<file path="src/rtl/dm_pkg.sv">
// dm_pkg: shared constants for the data-memory arbiter.
//   DMOP_*        memory operation encodings (none/word/half/byte)
//   arb_state_t   arbiter FSM states
//   is_misaligned helper used by the optional alignment check
package dm_pkg;

  localparam logic [2:0] DMOP_NONE = 3'd0;
  localparam logic [2:0] DMOP_WORD = 3'd1;
  localparam logic [2:0] DMOP_HALF = 3'd2;
  localparam logic [2:0] DMOP_BYTE = 3'd3;

  typedef enum logic {
    ST_IDLE   = 1'b0,
    ST_ACCESS = 1'b1
  } arb_state_t;

  function automatic logic is_misaligned(input logic [2:0] op, input logic [1:0] lsb);
    return ((op == DMOP_WORD) && (lsb != 2'b00)) || ((op == DMOP_HALF) && lsb[0]);
  endfunction

endpackage

</file>
<file path="src/rtl/dm_arb_prio.sv">
// dm_arb_prio: winner select for the two-port data-memory arbiter plus the
// port-1 starvation counter.
//   clk, reset   clock / synchronous active-high reset
//   idle         arbiter is in IDLE this cycle (counter only moves then)
//   p0_req       port 0 request
//   p1_req       port 1 request
//   win_p1       1 = port 1 wins this cycle, 0 = port 0 wins
module dm_arb_prio #(
  parameter int MAX_WAIT = 4
) (
  input  logic clk,
  input  logic reset,
  input  logic idle,
  input  logic p0_req,
  input  logic p1_req,
  output logic win_p1
);

  localparam logic [3:0] MAX_WAIT_C = 4'(MAX_WAIT);

  logic [3:0] wait_cnt;

  // Port 0 normally wins; port 1 takes over once it has lost MAX_WAIT times
  // in a row, or whenever port 0 is not asking.
  assign win_p1 = p1_req && ((wait_cnt == MAX_WAIT_C) || !p0_req);

  always_ff @(posedge clk) begin
    if (reset) begin
      wait_cnt <= 4'd0;
    end else if (idle) begin
      if (!p1_req || win_p1) begin
        wait_cnt <= 4'd0;
      end else if (wait_cnt != MAX_WAIT_C) begin
        wait_cnt <= wait_cnt + 4'd1;
      end
    end
  end

endmodule

</file>
<file path="src/rtl/dm_arbiter.sv">
// dm_arbiter: two-requester arbiter/sequencer in front of the single-port
// data memory. Each granted request occupies exactly one memory cycle.
//   clk, reset                         clock / synchronous active-high reset
//   p0_* / p1_*  req,we,op,addr,wdata,pc  requester inputs (port 0 = CPU)
//   p0_gnt, p1_gnt                     one-cycle pulse: request captured
//   p0_rvalid, p1_rvalid               one-cycle pulse: rdata/err valid
//   rdata, err                         registered load result / misalign flag
//   busy                               FSM not in IDLE
//   dm_addr, dm_wdata, dm_we, dm_op, dm_pc, dm_rdata   memory interface
// Optional macro DM_ARB_ALIGN_CHK_EN: suppresses misaligned word/half
// accesses and reports them through err.
//
// state     | meaning
// ST_IDLE   | waiting for a request; captures the winner at posedge
// ST_ACCESS | memory cycle for the latched request; result at closing edge
module dm_arbiter
  import dm_pkg::*;
#(
  parameter int ADDR_W   = 32,
  parameter int DATA_W   = 32,
  parameter int MAX_WAIT = 4
) (
  input  logic              clk,
  input  logic              reset,
  input  logic              p0_req,
  input  logic              p0_we,
  input  logic [2:0]        p0_op,
  input  logic [ADDR_W-1:0] p0_addr,
  input  logic [DATA_W-1:0] p0_wdata,
  input  logic [31:0]       p0_pc,
  output logic              p0_gnt,
  output logic              p0_rvalid,
  input  logic              p1_req,
  input  logic              p1_we,
  input  logic [2:0]        p1_op,
  input  logic [ADDR_W-1:0] p1_addr,
  input  logic [DATA_W-1:0] p1_wdata,
  input  logic [31:0]       p1_pc,
  output logic              p1_gnt,
  output logic              p1_rvalid,
  output logic [DATA_W-1:0] rdata,
  output logic              err,
  output logic              busy,
  output logic [ADDR_W-1:0] dm_addr,
  output logic [DATA_W-1:0] dm_wdata,
  output logic              dm_we,
  output logic [2:0]        dm_op,
  output logic [31:0]       dm_pc,
  input  logic [DATA_W-1:0] dm_rdata
);

  arb_state_t        state;
  logic              lat_port;
  logic              lat_we;
  logic [2:0]        lat_op;
  logic [ADDR_W-1:0] lat_addr;
  logic [DATA_W-1:0] lat_wdata;
  logic [31:0]       lat_pc;
  logic              win_p1;
  logic              acc_bad;

  dm_arb_prio #(.MAX_WAIT(MAX_WAIT)) u_prio (
    .clk    (clk),
    .reset  (reset),
    .idle   (state == ST_IDLE),
    .p0_req (p0_req),
    .p1_req (p1_req),
    .win_p1 (win_p1)
  );

`ifdef DM_ARB_ALIGN_CHK_EN
  assign acc_bad = is_misaligned(lat_op, lat_addr[1:0]);
`else
  assign acc_bad = 1'b0;
`endif

  assign busy = (state != ST_IDLE);

  // Memory bus is quiet outside ACCESS. dm_we is also gated by reset so an
  // access aborted by reset never writes.
  always_comb begin
    dm_addr  = '0;
    dm_wdata = '0;
    dm_pc    = '0;
    dm_op    = DMOP_NONE;
    dm_we    = 1'b0;
    if (state == ST_ACCESS) begin
      dm_addr  = lat_addr;
      dm_wdata = lat_wdata;
      dm_pc    = lat_pc;
      dm_op    = acc_bad ? DMOP_NONE : lat_op;
      dm_we    = lat_we && !reset && !acc_bad && (lat_op != DMOP_NONE);
    end
  end

  always_ff @(posedge clk) begin
    if (reset) begin
      state     <= ST_IDLE;
      lat_port  <= 1'b0;
      lat_we    <= 1'b0;
      lat_op    <= DMOP_NONE;
      lat_addr  <= '0;
      lat_wdata <= '0;
      lat_pc    <= '0;
      rdata     <= '0;
      err       <= 1'b0;
      p0_gnt    <= 1'b0;
      p1_gnt    <= 1'b0;
      p0_rvalid <= 1'b0;
      p1_rvalid <= 1'b0;
    end else begin
      p0_gnt    <= 1'b0;
      p1_gnt    <= 1'b0;
      p0_rvalid <= 1'b0;
      p1_rvalid <= 1'b0;
      err       <= 1'b0;
      case (state)
        ST_IDLE: begin
          if (p0_req || p1_req) begin
            lat_port <= win_p1;
            if (win_p1) begin
              lat_we    <= p1_we;
              lat_op    <= p1_op;
              lat_addr  <= p1_addr;
              lat_wdata <= p1_wdata;
              lat_pc    <= p1_pc;
              p1_gnt    <= 1'b1;
            end else begin
              lat_we    <= p0_we;
              lat_op    <= p0_op;
              lat_addr  <= p0_addr;
              lat_wdata <= p0_wdata;
              lat_pc    <= p0_pc;
              p0_gnt    <= 1'b1;
            end
            state <= ST_ACCESS;
          end
        end
        ST_ACCESS: begin
          // Stores, no-op requests and rejected accesses return zero.
          if (lat_we || acc_bad || (lat_op == DMOP_NONE)) begin
            rdata <= '0;
          end else begin
            rdata <= dm_rdata;
          end
          err <= acc_bad;
          if (lat_port) begin
            p1_rvalid <= 1'b1;
          end else begin
            p0_rvalid <= 1'b1;
          end
          state <= ST_IDLE;
        end
        default: state <= ST_IDLE;
      endcase
    end
  end

endmodule

</file>
<file path="config.mk">
export PLATFORM = sky130hd
export DESIGN_NAME = dm_arbiter
export DESIGN_NICKNAME = d
export VERILOG_FILES = /design/src/rtl/dm_pkg.sv /design/src/rtl/dm_arb_prio.sv /design/src/rtl/dm_arbiter.sv
export SDC_FILE = /design/constraint.sdc
export NUM_CORES = 1
export LEC_CHECK = 0
export ABC_CLOCK_PERIOD_IN_PS = 3000
export BUFFER_PORTS_ARGS = -buffer_cell sky130_fd_sc_hd__buf_2
export CORE_AREA = 2 2 147 149
export CTS_BUF_LIST = sky130_fd_sc_hd__clkbuf_16
export CTS_CLUSTER_SIZE = 10
export DETAILED_ROUTE_END_ITERATION = 6
export DIE_AREA = 0 0 149 151
export PLACE_DENSITY = 0.69
export SYNTH_ARGS = -nofsm -noshare
export SYNTH_HDL_FRONTEND = slang
export SYNTH_SLANG_ARGS = --single-unit
</file>
<file path="constraint.sdc">
create_clock -name clk -period 3 [get_ports clk]
set_clock_uncertainty 0.1 [all_clocks]
set_input_delay 0.15 -clock clk [delete_from_list [all_inputs] [get_ports clk]]
set_output_delay 0.15 -clock clk [all_outputs]
set_load 0.1 [all_outputs]
</file>
== After elaboration in Yosys (flattened, before gate mapping) ==
Index checks and enable logic that the tools add are counted.
Storage, ports and cells
  ROM bits: 0
  bits of input ports: 236
  latch bits: 0
  memory bits (writable): 0
  output and inout port bits: 138
  flip-flop bits (word level): 142
  memories kept: 0
  logic and storage cells: 54
Cells by class
  reduce and logical (&&, ||, !) cells: 17
  equal/unequal tests: 2
  add/subtract/negate cells: 1
  $lt $le $gt $ge: 0
  $mul: 0
  bitwise operators: 2
  divide/modulo/power cells: 0
  shift-type cells: 0
  multiplexer cells: 19
Operators by type and width (number)
  two-way mux 32 bit: 7
  two-way mux 4 bit: 2
  two-way mux 1 bit: 7
  two-way mux 3 bit: 2
  adder 4 x 1 -> 4 bit, second input constant: 1
  equality test 4 x 3 -> 1 bit, second input constant: 1
  logical OR 1 bit: 4
  inequality test 4 x 3 -> 1 bit, second input constant: 1
  AND reduction 2 bit: 2
  logical AND 1 bit: 3
  logical NOT 1 bit: 3
  logical NOT 3 bit: 1
  nonzero test 3 bit: 1
  OR reduction 3 bit: 1
  NOT 1 bit: 2
  one-hot mux 1 bit (2 select lines): 1
  nonzero test 2 bit: 1
  OR reduction 2 bit: 1

== Depth between registers and ports, before layout ==
  word-level depth: 6
  mapped depth: 7
  gate-level depth less buffers: 5

== Modules after synthesis ==
A second synthesis with hierarchy kept.
Second synthesis, totals
  cells, all modules: 727
  area total of the unflattened synthesis: 7598.5 um^2
By module, submodules not included
  dm_arbiter: instances 1, area an instance 7365.8 um^2, cells each 701
  dm_arb_prio: instances 1, area an instance 232.7 um^2, cells each 26

== Worst setup path before layout ==
No wires, ideal clock.
  path kind: register to output
  start point: reg state (netlist: busy)
  end point: out dm_we
  path slack: -699 ps
  cell stages (with the launch flop): 3
  path buffers: 0
  data arrival time: 3449 ps
  cells stage by stage: dfxtp_1 > nand2b_1 > nor3b_1
Between the ends
  longest elaborated chain between the ends: 1
RTL lines
  from (decl): RTL line dm_arbiter.sv:52  | arb_state_t state;
  from (signal assigned): RTL line dm_arbiter.sv:98  | state <= ST_IDLE;
  from (signal assigned): RTL line dm_arbiter.sv:136  | state <= ST_ACCESS;
  from (signal assigned): RTL line dm_arbiter.sv:152  | state <= ST_IDLE;
  two-way mux 1 bit: RTL line dm_arbiter.sv:87  | if (state == ST_ACCESS) begin
  to (decl): RTL line dm_arbiter.sv:46  | output logic dm_we,
No other way between the ends.

== Worst setup path in the final report ==
  start point: reg u_prio.wait_cnt[0]
  end point: reg lat_pc[14]
Between the ends
  longest elaborated chain between the ends: 4
RTL lines
  from (decl): RTL line dm_arb_prio.sv:21  | logic [3:0] wait_cnt;
  from (signal assigned): RTL line dm_arb_prio.sv:34  | wait_cnt <= wait_cnt + 4'd1;
  equality test 4 x 3 -> 1 bit: RTL line dm_arb_prio.sv:25  | assign win_p1 = p1_req && ((wait_cnt == MAX_WAIT_C) || !p0_req);
  logical OR 1 bit: RTL line dm_arb_prio.sv:25
  logical AND 1 bit: RTL line dm_arb_prio.sv:25
  two-way mux 32 bit: RTL line dm_arbiter.sv:121  | if (win_p1) begin
  to (signal assigned): RTL line dm_arbiter.sv:126  | lat_pc <= p1_pc;
  to (signal assigned): RTL line dm_arbiter.sv:133  | lat_pc <= p0_pc;
  to (decl): RTL line dm_arbiter.sv:58  | logic [31:0] lat_pc;
No other way between the ends.
A chain may end at the register's enable or synchronous reset.

==> flow_metrics.tcl <==
set metrics [dict create \
    status "finished clean" \
    cts_inserted_buffers 17 \
    first_global_vias 8707 \
    path_cells "inv_1 -> ha_1 -> nand4b_1 -> buf_4 -> a211oi_1 -> a211oi_1 -> dlygate4sd3_1" \
    ys_seq_area_frac 0.400 \
    rsz0062_at_grt "false" \
    layout.nets 1587 \
    antenna_found_initial 1 \
    hold_ws_ns 0.0147 \
    syn_nets 1052 \
    cts_root_buffer "clkbuf_16" \
    hold_viol 0 \
    avgSynthCellArea_um2 8.73 \
    core.rowCount 53 \
    peakVddDrop_mv 0.251 \
    core_area_um2 20800 \
    via_per_inst 5.20 \
    fp.dieW_um 149 \
    htreeDepth 4 \
    insertion_delay_ns 0.41 \
    clkSlewWorstSetupHoldPaths_ns 0.06 \
    multiInputGateArea_um2 3860 \
    drive_above_1_share 0.349 \
    p_leak_uw 0.00540 \
    max_stage_delay_ns 0.58 \
    place.gp.congestion 0.788 \
    fmax_ghz 0.381 \
    cp_num_cells 7 \
    hp-class "in -> reg" \
    ys_ff_latch 142 \
    finalNonFillerCells 1638 \
    async_flop_share 0 \
    rr_startpoint "u_prio.wait_cnt[0]" \
    dp_hpwl_um 15900 \
    slew_violations 0 \
    maxSlewHeadroom 0.553 \
    arrival_ns 2.88 \
    crit_fanout 53 \
    cp_slowest_cell "dlygate4sd3_1" \
    power_density_nw_per_um2 496 \
    synth-edff-count 0 \
    fillers 1743 \
    num_vias 8516 \
    cp_num_buf_inv 3 \
    reg2reg_depth 7 \
    drtPass1Iterations 4 \
    cap_viol_max_count 0 \
    clock_sinks 142 \
    critPathKind "reg -> reg" \
    cts_buffer_depth 2 \
    grt_pass1_wl_um 43200 \
    grt_use_total 0.238 \
    crit_start "u_prio.wait_cnt[0]" \
    synth_flop_cell "dfxtp_1" \
    dpl.cell_count 1380 \
    critPathTopFamily "buffers and inverters" \
    io_pins 374 \
    setup_violations 0 \
    ant_nets 0 \
    die_area_um2 22500 \
    fin_crit_ns 2.63 \
    rrSetupSlack_ns 0.37 \
    cp-endpoint "lat_pc[14]" \
    critPathCaptureType "flop" \
    post_cts_buffers 0 \
    port-buffer-count 372 \
    synthCells 814 \
    crit_top_cell "a211oi_1" \
    tightest_slew_ns 0.670 \
    drc 0 \
    area_growth_pct 67.7 \
    dieHeight_um 151 \
    synthesis.area_um2 7100 \
    synth_cell_types 37 \
    tns_ns 0 \
    drtIter0Drc 389 \
    detail_route.wl_per_cell_um 17.1 \
    wl_um 28100 \
    grt_max_degree 103 \
    final.period_utilization 0.875 \
    ys_warn_count 0 \
    postLayoutCoreUtil 0.572 \
    overflow 0 \
    cts_tree "yes" \
    cp-start-kind "flop" \
    ff_latch_area_um2 2840 \
    r2r-end "lat_pc[14]" \
    start_util 0.341 \
    cp_data_required_time_ns 3.26 \
    cts-resized-gates 0 \
]
[worst min-delay path by stage]
stage	slack, ns	startpoint	depth (start not counted)	to
2_1_floorplan	0.18	dm_rdata[0]	1	rdata[0]
3_3_place_gp	0.27	dm_rdata[27]	2	rdata[27]
3_5_place_dp	0.27	dm_rdata[20]	2	rdata[20]
4_1_cts	0.001	p1_pc[4]	3	lat_pc[4]
5_1_grt	0.01	p0_wdata[30]	3	lat_wdata[30]
6_report	0.01	p1_addr[31]	3	lat_addr[31]
[power by group]
group          switching [uW]  total [uW]  internal (uW)
clock network             904        1970           1070
registers                77.0        2120           2050
logic                    1170        1810            641
[layout by cell type (no fill, tap or decap), types with 10 or more instances in the layout]
| cell type | Yosys | final |
|---|---|---|
| buf_2 | 33 | 372 |
| dlygate4sd3_1 | 0 | 225 |
| a211oi_1 | 151 | 151 |
| dfxtp_1 | 142 | 141 |
| nor2_1 | 105 | 104 |
| and2_1 | 101 | 100 |
| o21ai_0 | 83 | 83 |
| a211oi_2 | 49 | 49 |
| a22o_1 | 32 | 32 |
| o21bai_1 | 17 | 17 |
| clkbuf_16 | 0 | 17 |
| buf_4 | 5 | 10 |
[layout make-up]
class,count,share of cell area
Antenna cell,1,0.000210
Clock buffer,17,0.0357
Clock inverter,15,0.00935
Inverter,5,0.00158
Multi-Input combinational cell,570,0.324
Sequential cell,142,0.239
Tap cell,275,0.0289
Timing Repair Buffer,613,0.362
[cell usage after synthesis (all sizes together), types with 2 or more instances]
| library cell | number | area share |
|---|---|---|
| a211oi | 200 | 0.25 |
| a21oi | 2 | 0.0014 |
| a22o | 32 | 0.039 |
| and2 | 101 | 0.089 |
| buf | 40 | 0.030 |
| clkbuf | 57 | 0.030 |
| dfxtp | 142 | 0.40 |
| ha | 2 | 0.0035 |
| inv | 5 | 0.0026 |
| nand2 | 5 | 0.0026 |
| nand2b | 3 | 0.0026 |
| nor2 | 105 | 0.055 |
| nor3 | 3 | 0.0028 |
| o21ai | 83 | 0.058 |
| o21bai | 18 | 0.020 |
[worst reg2reg max path, stage by stage, from the launching register on]
cell,delay [ns]
dfxtp_1,0.39
inv_1,0.07
ha_1,0.20
nand4b_1,0.18
buf_4,0.54
a211oi_1,0.24
a211oi_1,0.28
dlygate4sd3_1,0.58
[per-stage QoR]
| stage | area, um2 | total power (uW) | setup WS, ns |
|---|---|---|---|
| floorplan | 7110 | 3250 | 0.217 |
| global placement | 9120 | 3630 | 1.06 |
| detailed placement | 9120 | 3640 | 0.994 |
| CTS | 11900 | 5930 | 0.470 |
| global route | 11900 | 6140 | 0.262 |
| finish | 11900 | 5910 | 0.374 |
[kinds of logic (layout without fill, tap and decap cells)]
group	count (synthesis)	count (layout)	share of synthesized area
AOI/OAI and AO/OA	341	341	0.372
adders and majority gates	2	2	0.00352
buffers and inverters	102	650	0.0623
DFF	142	142	0.400
other	1	2	0.000528
and+or+nand+nor	226	226	0.162
[registers in the layout (all words and copies together) (netlist names)]
register         cells
lat_addr            32
lat_pc              32
lat_wdata           32
rdata               32
u_prio.wait_cnt      4
lat_op               3
busy                 1
lat_port             1
lat_we               1
p0_gnt               1
p0_rvalid            1
p1_gnt               1
p1_rvalid            1
[per-layer routing]
layer,global-route usage,part of all wire,up-vias
met5,0,0.00046,-
met4,0.110,0.029,2
met3,0.0509,0.077,60
met2,0.422,0.50,416
met1,0.275,0.40,3984
li1,-,-,4054
[repair_timing]
action | in CTS | in global routing
endpoints found under the setup margin | 0 | 0
endpoints found under the hold margin | 133 | 0
hold buffers | 225 | 0
Power figures use the tool's default switching activity.
